[config.mk]
export PLATFORM = sky130hd
export DESIGN_NAME = spi_flash_arbiter
export DESIGN_NICKNAME = d
export VERILOG_FILES = /design/src/rtl/spi_flash_arbiter.sv
export SDC_FILE = /design/constraint.sdc
export NUM_CORES = 1
export LEC_CHECK = 0
export CAP_MARGIN = 20
export CORE_MARGIN = 1
export CORE_UTILIZATION = 35
export DETAILED_ROUTE_END_ITERATION = 6
export DONT_BUFFER_PORTS = 1
export PLACE_DENSITY = 0.48
export SYNTH_ARGS = -nofsm -noshare
export SYNTH_HDL_FRONTEND = slang
export SYNTH_SLANG_ARGS = --single-unit
[constraint.sdc]
create_clock -name clk_48mhz -period 3 [get_ports clk_48mhz]
set_input_delay 0.75 -clock clk_48mhz [delete_from_list [all_inputs] [get_ports clk_48mhz]]
set_output_delay 0.75 -clock clk_48mhz [all_outputs]
set_load 0.005 [all_outputs]
[src/rtl/spi_flash_arbiter.sv]
`default_nettype none
// ============================================================================
// Module   : spi_flash_arbiter
// Brief    : Shares one configuration SPI flash between two SPI masters using
//            a req/gnt handshake, a CS-high guard gap and a hold timeout.
// Revision : 1.0 - initial release
// ============================================================================
module spi_flash_arbiter #(
    parameter int unsigned GUARD_CYCLES = 8,
    parameter logic [23:0] MAX_HOLD     = 24'd12000000,
    parameter bit          ROUND_ROBIN  = 1'b0
) (
    input  logic clk_48mhz,
    input  logic reset,
    input  logic a_req,
    output logic a_gnt,
    input  logic a_cs,
    input  logic a_mosi,
    input  logic a_sck,
    output logic a_miso,
    input  logic b_req,
    output logic b_gnt,
    input  logic b_cs,
    input  logic b_mosi,
    input  logic b_sck,
    output logic b_miso,
    output logic flash_csn,
    output logic flash_mosi,
    output logic flash_clk,
    input  logic flash_miso,
    output logic timeout_err,
    output logic busy
);

    localparam logic [1:0]  c_st_idle    = 2'd0;
    localparam logic [1:0]  c_st_own_a   = 2'd1;
    localparam logic [1:0]  c_st_own_b   = 2'd2;
    localparam logic [1:0]  c_st_guard   = 2'd3;
    localparam logic [15:0] c_guard_last = 16'(GUARD_CYCLES - 1);
    localparam logic [23:0] c_hold_last  = MAX_HOLD - 24'd1;
    localparam bit          c_timeout_en = (MAX_HOLD != 24'd0);

    logic [1:0]  r_state;
    logic [1:0]  w_state_nxt;
    logic [23:0] r_hold_cnt;
    logic [15:0] r_guard_cnt;
    logic        r_timeout_err;
    logic        r_a_need_rel;
    logic        r_b_need_rel;
    logic        r_last_a;
    logic        w_a_eligible;
    logic        w_b_eligible;
    logic        w_hold_expire;
    logic        w_pick_b;
    logic        w_a_timeout;
    logic        w_b_timeout;

    // A port revoked by timeout stays ineligible until it lets go of req once.
    assign w_a_eligible  = a_req & ~r_a_need_rel;
    assign w_b_eligible  = b_req & ~r_b_need_rel;
    assign w_hold_expire = c_timeout_en && (r_hold_cnt == c_hold_last);
    assign w_pick_b      = ROUND_ROBIN ? r_last_a : 1'b0;
    assign w_a_timeout   = (r_state == c_st_own_a) && a_req && w_hold_expire;
    assign w_b_timeout   = (r_state == c_st_own_b) && b_req && w_hold_expire;

    always_ff @(posedge clk_48mhz) begin
        if (reset) begin
            r_state <= c_st_idle;
        end else begin
            r_state <= w_state_nxt;
        end
    end

    always_comb begin
        w_state_nxt = r_state;
        case (r_state)
            c_st_idle: begin
                if (w_a_eligible && w_b_eligible) begin
                    w_state_nxt = w_pick_b ? c_st_own_b : c_st_own_a;
                end else if (w_a_eligible) begin
                    w_state_nxt = c_st_own_a;
                end else if (w_b_eligible) begin
                    w_state_nxt = c_st_own_b;
                end
            end
            c_st_own_a: begin
                if (!a_req || w_hold_expire) begin
                    w_state_nxt = c_st_guard;
                end
            end
            c_st_own_b: begin
                if (!b_req || w_hold_expire) begin
                    w_state_nxt = c_st_guard;
                end
            end
            c_st_guard: begin
                if (r_guard_cnt == c_guard_last) begin
                    w_state_nxt = c_st_idle;
                end
            end
            default: w_state_nxt = c_st_idle;
        endcase
    end

    always_ff @(posedge clk_48mhz) begin
        if (reset) begin
            r_hold_cnt    <= 24'd0;
            r_guard_cnt   <= 16'd0;
            r_timeout_err <= 1'b0;
            r_a_need_rel  <= 1'b0;
            r_b_need_rel  <= 1'b0;
            r_last_a      <= 1'b0;
        end else begin
            if ((r_state == c_st_own_a) || (r_state == c_st_own_b)) begin
                r_hold_cnt <= r_hold_cnt + 24'd1;
            end else begin
                r_hold_cnt <= 24'd0;
            end

            if (r_state == c_st_guard) begin
                r_guard_cnt <= r_guard_cnt + 16'd1;
            end else begin
                r_guard_cnt <= 16'd0;
            end

            if (w_a_timeout || w_b_timeout) begin
                r_timeout_err <= 1'b1;
            end

            if (w_a_timeout) begin
                r_a_need_rel <= 1'b1;
            end else if (!a_req) begin
                r_a_need_rel <= 1'b0;
            end

            if (w_b_timeout) begin
                r_b_need_rel <= 1'b1;
            end else if (!b_req) begin
                r_b_need_rel <= 1'b0;
            end

            if ((r_state == c_st_idle) && (w_state_nxt == c_st_own_a)) begin
                r_last_a <= 1'b1;
            end else if ((r_state == c_st_idle) && (w_state_nxt == c_st_own_b)) begin
                r_last_a <= 1'b0;
            end
        end
    end

    // Pins follow the registered owner with no extra latency; everyone else sees idle.
    always_comb begin
        a_gnt      = 1'b0;
        b_gnt      = 1'b0;
        flash_csn  = 1'b1;
        flash_mosi = 1'b0;
        flash_clk  = 1'b0;
        a_miso     = 1'b1;
        b_miso     = 1'b1;
        case (r_state)
            c_st_own_a: begin
                a_gnt      = 1'b1;
                flash_csn  = a_cs;
                flash_mosi = a_mosi;
                flash_clk  = a_sck;
                a_miso     = flash_miso;
            end
            c_st_own_b: begin
                b_gnt      = 1'b1;
                flash_csn  = b_cs;
                flash_mosi = b_mosi;
                flash_clk  = b_sck;
                b_miso     = flash_miso;
            end
            default: ;
        endcase
    end

    assign busy        = (r_state != c_st_idle);
    assign timeout_err = r_timeout_err;

endmodule
`default_nettype wire

==> impl_metrics.csv, run 1 <==
group,metric,value,unit
worst_hold_path,min_from,"r_hold_cnt[0]$_SDFF_PP0_",
drt,first_iter_violations,71,
pwr,p_sw_frac,0.2840,
pwr,finalPower,1.359,mW
synthesis,synth_cell_types,41,
synthesis,ys.flop_type,"dfxtp_1",
global_route,grt_max_degree,25,
floorplan,rows,28,
clock_network,tritoncts,"done",
clock_network,holdBufCountCts,0,
sta,fin_setup_tns,0,ns
pwr,p_sw,0.3861,mW
sta,maxSlewViolCount,0,
sta,rsz0062_at_grt,"false",
synthesis,yosys_register_bits,45,
pwr,p_per_area,570.2,nW/um^2
outcome,outcome,"complete, no violations",
drt,wl_per_cell,12.69,microns
sta,slew_headroom,0.3610,
clock_network,cts_buffers,5,
critical_path,worst-setup-path-type,"flop to output port",
place,dp_hpwl,2.907,mm
floorplan,io_pins,20,
synthesis,synth_edf_count,0,
critical_path,critPathLaunch,"r_state[0]$_SDFFE_PP0P_",
global_route,antenna_found_initial,0,
synthesis,synth_top_area_share,0.4079,
clock_network,insertion_delay,0.29,ns
synthesis,synth.most_common_cell,"dfxtp_1",
floorplan,die_y,81.44,microns
sta,setup_violations,0,
clock_network,cts_sinks,45,
global_route,grt_overflow,0,
synthesis,syn_nets,270,
critical_path,start_kind,"flop",
synthesis,yosysTopAreaCell,"dfxtp_1",
synthesis,synth_cells,252,
clock_network,cts-resized-gates,0,
sta,layout_min_cycle_time,2.161,ns
run,drv_cap,0,
floorplan,initial_core_util,0.3686,
pwr,p_clk_frac,0.349,
layout,fin_nets,269,
pwr,p_comb_frac,0.183,
synthesis,syn_area,2208,sq um
synthesis,synthArstFlopShare,0,
layout,layout-drive-gt1-share,0.07540,
synthesis,synthTopCellsByCount,"dfxtp_1, nor2_1, xnor2_1",
critical_path,r2r-start,"r_hold_cnt[0]$_SDFF_PP0_",
global_route,grt_pass1_vias,1543,
layout,final_util,0.3979,
clock_network,cts_setup_buffers,0,
synthesis,yosys-top-cells-area,"dfxtp_1, xnor2_1, nor2_1",
pwr,pwr-share-seq,0.468,
critical_path,cp-end-kind,"output port",
global_route,grt_use_total,0.1394,
global_route,grt_pass1_wl,7.058,mm
place,gp_congestion,0.7405,
pwr,ir_drop,337.0,uV
sta,skew,0.01100,ns
pwr,leakagePower,0.7394,nW
layout,area_growth,7.932,%
critical_path,required,2.25,ns
drt,route.detailed.drc,0,
floorplan,core_region_area,5991,sq um
critical_path,critPathMaxFanout,7,
sta,max_slew.worst_pin.slew,0.9585,ns
place,pre_cts_slack,0.9893,ns
clock_network,path_clk_slew,0.09,ns
sta,finalCritPeriodShare,0.7203,
drt,avgViaCountPerCell,5.003,
sta,setup_slack,0.8392,ns
sta,hold_viol,0,
drt,first_pass_iters,4,
clock_network,htreeDepth,2,
drt,ant_nets,0,
synthesis,yosysSeqAreaShare,0.4079,
floorplan,die_area,6632,sq um
layout,antenna_cells,0,
pwr,p_int,0.9731,mW
clock_network,root_buffer,"clkbuf_8",
drt,vias,1636,
clock_network,clock_path_buffers,2,
worst_hold_path,hold_class,"flop to flop",
synthesis,syn_area_per_cell,8.763,sq um
sta,fmax,0.4628,GHz
critical_path,cp.arrival,1.41,ns
floorplan,fp.dieW,81.44,microns
synthesis,yosys_warnings,0,
drt,wirelength,4.150,mm
place,port_buffers,0,
[through the flow]
step / hold WS, ns / std cells / instance area [sq um]
final: 0.4697 / 327 / 2384
after global routing: 0.4954 / 327 / 2384
after CTS: 0.4758 / 327 / 2384
after detailed placement: 0.4563 / 319 / 2267
after global placement: 0.4464 / 319 / 2267
after floorplan: 0.4260 / 252 / 2208
[power groups by stage]
stage               combinational, mW  clock [mW]  sequential [mW]
floorplan                       0.203           0            0.647
global placement                0.249           0            0.651
detailed placement              0.250           0            0.651
CTS                             0.252       0.492            0.637
global route                    0.285       0.510            0.640
finish                          0.248       0.474            0.637
[final cells by class]
class / count / area, sq um
Sequential cell: 45 / 900.9
Inverter: 15 / 56.30
Timing Repair Buffer: 1 / 7.507
Tap cell: 75 / 93.84
Clock buffer: 7 / 86.33
Clock inverter: 1 / 30.03
Fill cell: 618 / 3607
Multi-Input combinational cell: 183 / 1209
[logic make-up (layout without fill, tap and decap cells)]
family / after synthesis / in the layout / synth area share
simple gates: 122 / 122 / 0.3178
flops: 45 / 45 / 0.4079
xor+xnor: 32 / 32 / 0.1269
buf+inv: 24 / 24 / 0.04475
compound gates: 20 / 20 / 0.05269
fa+ha+maj: 7 / 7 / 0.03966
mux: 2 / 2 / 0.01020
[final timing paths]
path	cells after the start	slack (ns)	to
hold reg to reg	1	0.47	r_hold_cnt[0]$_SDFF_PP0_
setup reg to reg	6	0.99	r_hold_cnt[20]$_SDFF_PP0_
setup / recovery	4	0.84	flash_clk
hold / removal	1	0.47	r_hold_cnt[0]$_SDFF_PP0_
[registers in the layout, summed over array words and instances, names as in the netlist]
register and flops:
r_guard_cnt 16, r_state 2, r_a_need_rel 1, r_b_need_rel 1
timeout_err 1, r_hold_cnt 24
[worst max-delay path, stage by stage, from the launching register on]
cell and delay (ns):
dfxtp_1 0.34, inv_1 0.12, ha_1 0.35, a22oi_1 0.14, nor2b_1 0.16
[layout by cell type, fill, tap and decap left out, drive strengths merged]
cell     instances
dfxtp           45
and3             4
nor3            11
nand3b           1
mux2             2
clkbuf           7
and4             2
nand3           16
nand2           11
nor4            10
o22ai            1
nor3b            2
a22o             1
nand4bb          1
bufinv           1
o2bb2ai          1
nand4            5
buf              1
a22oi            3
xnor2           23
and2             1
nor2b            2
ha               7
or4              3
nor4bb           1
nand2b           5
xor2             9
inv             15
nor2            42
a21oi            9
or3              5
o21ai            5
[metal layers]
metal / GRT usage / vias to the layer above / wire length (microns)
met1: 0.1871 / 757 / 2133
met3: 0.04111 / 7 / 149
met4: 0.06429 / 0 / 63
met5: 0 / - / 0
met2: 0.2042 / 22 / 1804
li1: - / 850 / -
Note: power is estimated with default switching activity, not from simulation.
==> run 2: changes to the inputs <==
Settings changed: ABC_AREA set to 1.
Clock period 3 ns to 2.1 ns, I/O delays scaled along.
==> run 2 against run 1 <==
  * The run now ends with design-rule violations left
  * Sequential power grew 43%
  * Via count is 21% higher
  * Non-clock buffer count is 1 higher
  * Synthesized area up 7.1%
  * Combinational power is 63% higher
  * Clock power rose by 12%
  * Flip-flop and latch count stayed put
  * Die area increased by 6.9%
  * Critical path type unchanged
  * Critical endpoint is now flash_csn
  * Largest cell class unchanged
==> impl_metrics.csv, run 2 <==
group,metric,value,unit
sta,fmax,0.5135,GHz
clock_network,cts-resized-gates,0,
critical_path,timing.rr.end,"r_hold_cnt[10]$_SDFF_PP0_",
pwr,p_sw_frac,0.3187,
global_route,grt_use_total,0.1483,
synthesis,yosysSeqAreaShare,0.3810,
floorplan,die_area,7089,sq um
drt,first_pass_iters,6,
floorplan,io_pins,20,
global_route,grt_pass1_wl,8.459,mm
layout,nFillCells,698,
layout,fin_nets,374,
layout,top_register,"r_hold_cnt",
pwr,ir_drop,230.9,uV
sta,max_slew.worst_pin.slew,0.3911,ns
synthesis,synthTopCellsByCount,"nor2_1, nand2_1, inv_1",
outcome,outcome,"complete, but fails checks",
layout,final_util,0.3974,
synthesis,synth_top_area_share,0.3810,
drt,wirelength,4.693,mm
pwr,p_per_area,724.9,nW/um^2
clock_network,root_buffer,"clkbuf_8",
sta,fin_setup_tns,0,ns
worst_hold_path,hold_class,"input pin to flop",
pwr,leakagePower,1.022,nW
run,drv_cap,0,
global_route,grt_max_degree,14,
drt,wl_per_cell,10.81,microns
layout,mostFrequentLayoutCell,"nor2_1",
synthesis,syn_area_per_cell,6.776,sq um
layout,seqCellArea,900.9,sq um
synthesis,yosys_warnings,0,
clock_network,path_clk_slew,0.09,ns
synthesis,synth_cell_types,33,
drt,ant_nets,0,
drt,route.detailed.drc,5,
floorplan,die_y,84.20,microns
sta,setup_violations,0,
drt,first_iter_violations,87,
layout,layout-drive-gt1-share,0.08964,
place,gp_congestion,0.7588,
layout,antenna_cells,0,
layout,area_growth,7.937,%
sta,layout_min_cycle_time,1.948,ns
critical_path,cp-end-kind,"output port",
pwr,p_sw,0.5897,mW
synthesis,ys.flop_type,"dfxtp_1",
clock_network,holdBufCountCts,0,
floorplan,core_region_area,6422,sq um
critical_path,worst-setup-path-type,"flop to output port",
critical_path,required,1.57,ns
outcome,violations,"design-rule violations",
layout,largest_register_ffs,24,
global_route,grt_pass1_vias,1961,
synthesis,synth_cells,349,
synthesis,synthArstFlopShare,0,
floorplan,rows,29,
floorplan,initial_core_util,0.3682,
drt,vias,1981,
pwr,pwr-share-seq,0.493,
pwr,p_comb_frac,0.219,
clock_network,cts_buffers,5,
sta,maxSlewViolCount,0,
clock_network,insertion_delay,0.30,ns
synthesis,yosys-top-cells-area,"dfxtp_1, nor2_1, nand2_1",
critical_path,reg2regPathDepth,7,
floorplan,fp.dieW,84.20,microns
critical_path,r2r_slack,0.51,ns
synthesis,yosys_register_bits,45,
sta,finalCritPeriodShare,0.9274,
clock_network,htreeDepth,2,
synthesis,syn_area,2365,sq um
sta,rsz0062_at_grt,"false",
clock_network,cts_sinks,45,
layout,multi_input_area,1241,sq um
synthesis,yosysTopAreaCell,"dfxtp_1",
layout,largestRegisters,"r_hold_cnt (24), r_guard_cnt (16), r_state (2)",
critical_path,cp.arrival,1.42,ns
pwr,p_clk_frac,0.288,
drt,avgViaCountPerCell,4.565,
clock_network,clock_path_buffers,2,
place,port_buffers,0,
sta,slew_headroom,0.7390,
worst_hold_path,holdPathStages,1,
worst_hold_path,min_from,"reset",
sta,hold_viol,0,
pwr,p_int,1.261,mW
layout,mostFrequentLayoutCells,"nor2_1, nand2_1, inv_1",
clock_network,tritoncts,"done",
synthesis,synth.most_common_cell,"nor2_1",
synthesis,synth_edf_count,0,
global_route,grt_overflow,0,
worst_hold_path,hold_end,"timeout_err$_SDFFE_PP0P_",
global_route,antenna_found_initial,0,
clock_network,cts_setup_buffers,0,
critical_path,start_kind,"flop",
sta,skew,0.01394,ns
critical_path,critPathMaxFanout,6,
synthesis,syn_nets,367,
place,dp_hpwl,3.560,mm
critical_path,r2r-start,"r_state[0]$_SDFFE_PP0P_",
run 2: worst max path at each step:
stage | startpoint | end | slack, ns | cells past startpoint
global route | r_state[1]$_SDFFE_PP0P_ | flash_csn | 0.02 | 4
detailed placement | r_state[0]$_SDFFE_PP0P_ | r_hold_cnt[10]$_SDFF_PP0_ | 0.44 | 7
finish | r_state[0]$_SDFFE_PP0P_ | flash_csn | 0.15 | 3
global placement | r_state[0]$_SDFFE_PP0P_ | r_hold_cnt[10]$_SDFF_PP0_ | 0.47 | 7
CTS | r_state[1]$_SDFFE_PP0P_ | flash_csn | 0.12 | 4
floorplan | r_state[0]$_SDFFE_PP0P_ | flash_csn | 0.54 | 4
run 2: logic make-up after synthesis:
logic type / Yosys count / share of synthesized area
mux: 1 / 0.004233
compound gates: 50 / 0.1106
buf+inv: 59 / 0.09418
flops: 45 / 0.3810
xor+xnor: 3 / 0.01111
simple gates: 184 / 0.3619
fa+ha+maj: 7 / 0.03704
run 2: power groups by stage:
stage / logic, mW / registers [mW] / clock network, mW
floorplan: 0.322 / 0.926 / 0
global placement: 0.415 / 0.930 / 0
detailed placement: 0.418 / 0.932 / 0
CTS: 0.420 / 0.912 / 0.560
global route: 0.482 / 0.919 / 0.595
finish: 0.405 / 0.912 / 0.533
run 2: layout make-up:
| class | instances | area share |
|---|---|---|
| Sequential cell | 45 | 0.3529 |
| Inverter | 57 | 0.08431 |
| Timing Repair Buffer | 2 | 0.005882 |
| Clock inverter | 1 | 0.002941 |
| Multi-Input combinational cell | 245 | 0.4863 |
| Tap cell | 77 | 0.03775 |
| Clock buffer | 7 | 0.02990 |
run 2: worst max-delay path, cell delays in order (launching register included):
cell     delay, ns
dfxtp_1       0.38
inv_1         0.09
ha_1          0.30
a221o_1       0.36
run 2: routing by layer:
metal,up-vias,global-route usage,routed length (microns)
met5,-,0,0
met4,0,0.04702,46
met3,4,0.03343,103
met2,14,0.2534,2088
met1,857,0.1857,2455
li1,1106,-,-
run 2: per-stage QoR:
stage	cell area [sq um]	worst slack, ns	cells	power (mW)	hold WS [ns]
floorplan	2365	0.5403	349	1.248	0.4175
global placement	2469	0.4714	426	1.345	0.4324
detailed placement	2469	0.4400	426	1.350	0.4435
CTS	2552	0.1170	434	1.892	0.2785
global route	2552	0.01650	434	1.996	0.2705
finish	2552	0.1524	434	1.850	0.2850
==> run 3: changes to the inputs <==
Settings changed: CORE_UTILIZATION 35 to 53, PLACE_DENSITY 0.48 to 0.67, REMOVE_ABC_BUFFERS set to 1.
==> run 3 against run 2 <==
  * The run now ends clean
  * Total power is 2.2% higher
  * Wire length is 8.7% lower
  * Clock-buffer cell count stayed put
  * Worst hold slack better by 0.00092 ns
  * Flip-flop and latch count stayed put
==> impl_metrics.csv, run 3 (synthesis gave the netlist of run 2 again) <==
group,metric,value,unit
outcome,outcome,"complete, no violations",
clock_network,clock_path_buffers,2,
clock_network,root_buffer,"clkbuf_8",
clock_network,path_clk_slew,0.08,ns
layout,instances_no_fill,406,
drt,ant_nets,0,
critical_path,timing.rr.end,"r_hold_cnt[10]$_SDFF_PP0_",
layout,area_growth,6.931,%
sta,fin_setup_tns,0,ns
place,dp.cells,398,
critical_path,required,1.57,ns
global_route,grt_overflow,0,
sta,maxSlewViolCount,0,
layout,top_register,"r_hold_cnt",
drt,first_pass_iters,4,
sta,rsz0062_at_grt,"false",
global_route,antenna_found_initial,0,
place,port_buffers,0,
global_route,grt_max_degree,14,
critical_path,r2r_slack,0.47,ns
sta,setup_violations,0,
critical_path,start_kind,"flop",
critical_path,r2r-start,"r_state[0]$_SDFFE_PP0P_",
layout,mostFrequentLayoutCells,"nor2_1, nand2_1, inv_1",
place,dp_hpwl,3.251,mm
sta,finalCritPeriodShare,0.9287,
drt,first_iter_violations,63,
layout,layout-drive-gt1-share,0.09270,
layout,fin_nets,373,
drt,highest_layer,"met4",
floorplan,rows,23,
worst_hold_path,min_from,"reset",
drt,dr_wl_met3,82,microns
sta,layout_min_cycle_time,1.950,ns
place,gp_congestion,0.7974,
sta,slew_headroom,0.7152,
global_route,grt_pass1_vias,1698,
clock_network,tritoncts,"done",
drt,wl_per_cell,10.55,microns
drt,met2_wirelength,1.957,mm
floorplan,initial_core_util,0.5707,
clock_network,cts_buffers,5,
layout,largestRegisters,"r_hold_cnt (24), r_guard_cnt (16), r_state (2)",
critical_path,cpMaxStageDelayCell,"dfxtp_1",
pwr,leakagePower,1.033,nW
drt,avgViaCountPerCell,4.857,
layout,final_util,0.6102,
drt,wirelength,4.284,mm
clock_network,cts-resized-gates,0,
drt,wl_met1,2.187,mm
critical_path,critPathMaxFanout,6,
run,drv_cap,0,
clock_network,holdBufCountCts,0,
critical_path,cp-end-kind,"output port",
floorplan,core_region_area,4144,sq um
global_route,grt_pass1_wl,6.920,mm
critical_path,cp.arrival,1.43,ns
pwr,p_per_area,748.0,nW/um^2
floorplan,io_pins,20,
worst_hold_path,hold_end,"timeout_err$_SDFFE_PP0P_",
layout,mostFrequentLayoutCell,"nor2_1",
sta,hold_viol,0,
layout,largest_register_ffs,24,
critical_path,crit_top_cell,"inv_1",
clock_network,htreeDepth,2,
clock_network,insertion_delay,0.30,ns
clock_network,cts_sinks,45,
floorplan,fp.dieW,68.80,microns
global_route,grt_use_total,0.1991,
clock_network,cts_setup_buffers,0,
sta,max_slew.worst_pin.slew,0.4267,ns
critical_path,crit_chain,"inv_1, ha_1, inv_1, a221o_1",
drt,vias,1972,
worst_hold_path,holdPathStages,1,
worst_hold_path,hold_class,"input pin to flop",
critical_path,slowest_delay,0.39,ns
drt,route.detailed.drc,0,
pwr,ir_drop,432.1,uV
floorplan,die_y,68.80,microns
sta,skew,0.007440,ns
critical_path,reg2regPathDepth,7,
critical_path,worst-setup-path-type,"flop to output port",
floorplan,die_area,4733,sq um
sta,fmax,0.5127,GHz
layout,antenna_cells,0,
run 3: changes by cell type in the layout (fill, tap and decap cells not counted), sizes merged:
| cell | delta |
|---|---|
| clkinv | +1 |
| buf | -1 |
| clkinvlp | -1 |
run 3: how the worst max path moves through the flow:
stage / cells after the start / startpoint / endpoint
finish: 4 / r_state[0]$_SDFFE_PP0P_ / flash_csn
global route: 4 / r_state[0]$_SDFFE_PP0P_ / flash_csn
global placement: 4 / r_state[0]$_SDFFE_PP0P_ / flash_csn
detailed placement: 4 / r_state[0]$_SDFFE_PP0P_ / flash_csn
CTS: 4 / r_state[0]$_SDFFE_PP0P_ / flash_csn
floorplan: 7 / r_state[0]$_SDFFE_PP0P_ / r_hold_cnt[10]$_SDFF_PP0_
run 3: through the flow:
stage	hold WS, ns	power [mW]	worst slack [ns]	cell area, sq um
2_1_floorplan	0.4175	1.240	0.3417	2357
3_3_place_gp	0.4307	1.331	0.4805	2427
3_5_place_dp	0.4423	1.335	0.4680	2427
4_1_cts	0.2759	1.921	0.1325	2529
5_1_grt	0.2749	2.016	0.03487	2529
6_report	0.2859	1.891	0.1497	2529
run 3: area by class of cell:
type | instances | area, sq um
clock buffer | 7 | 96.34
inverter | 57 | 215.2
sequential | 45 | 900.9
clock inverter | 1 | 5.005
fill | 405 | 1615
tap | 50 | 62.56
multi-input combinational | 245 | 1241
timing repair buffer | 1 | 7.507
run 3: worst max-delay path: cells and delay by family, from the launching register on:
family | cells | cell delay, ns
compound gates | 1 | 0.29
buf+inv | 2 | 0.18
flops | 1 | 0.39
fa+ha+maj | 1 | 0.28
run 3: power breakdown:
group          leakage (nW)  internal [mW]  total (mW)  switching [mW]
Combinational         0.616          0.138       0.400           0.262
Clock                0.0542          0.297       0.581           0.284
Sequential            0.363          0.883       0.910          0.0271
run 3: per-layer routing:
metal	up-vias	GRT usage
met5	-	0
met4	0	0.06122
met3	6	0.05428
met2	9	0.3456
met1	846	0.2377
li1	1111	-
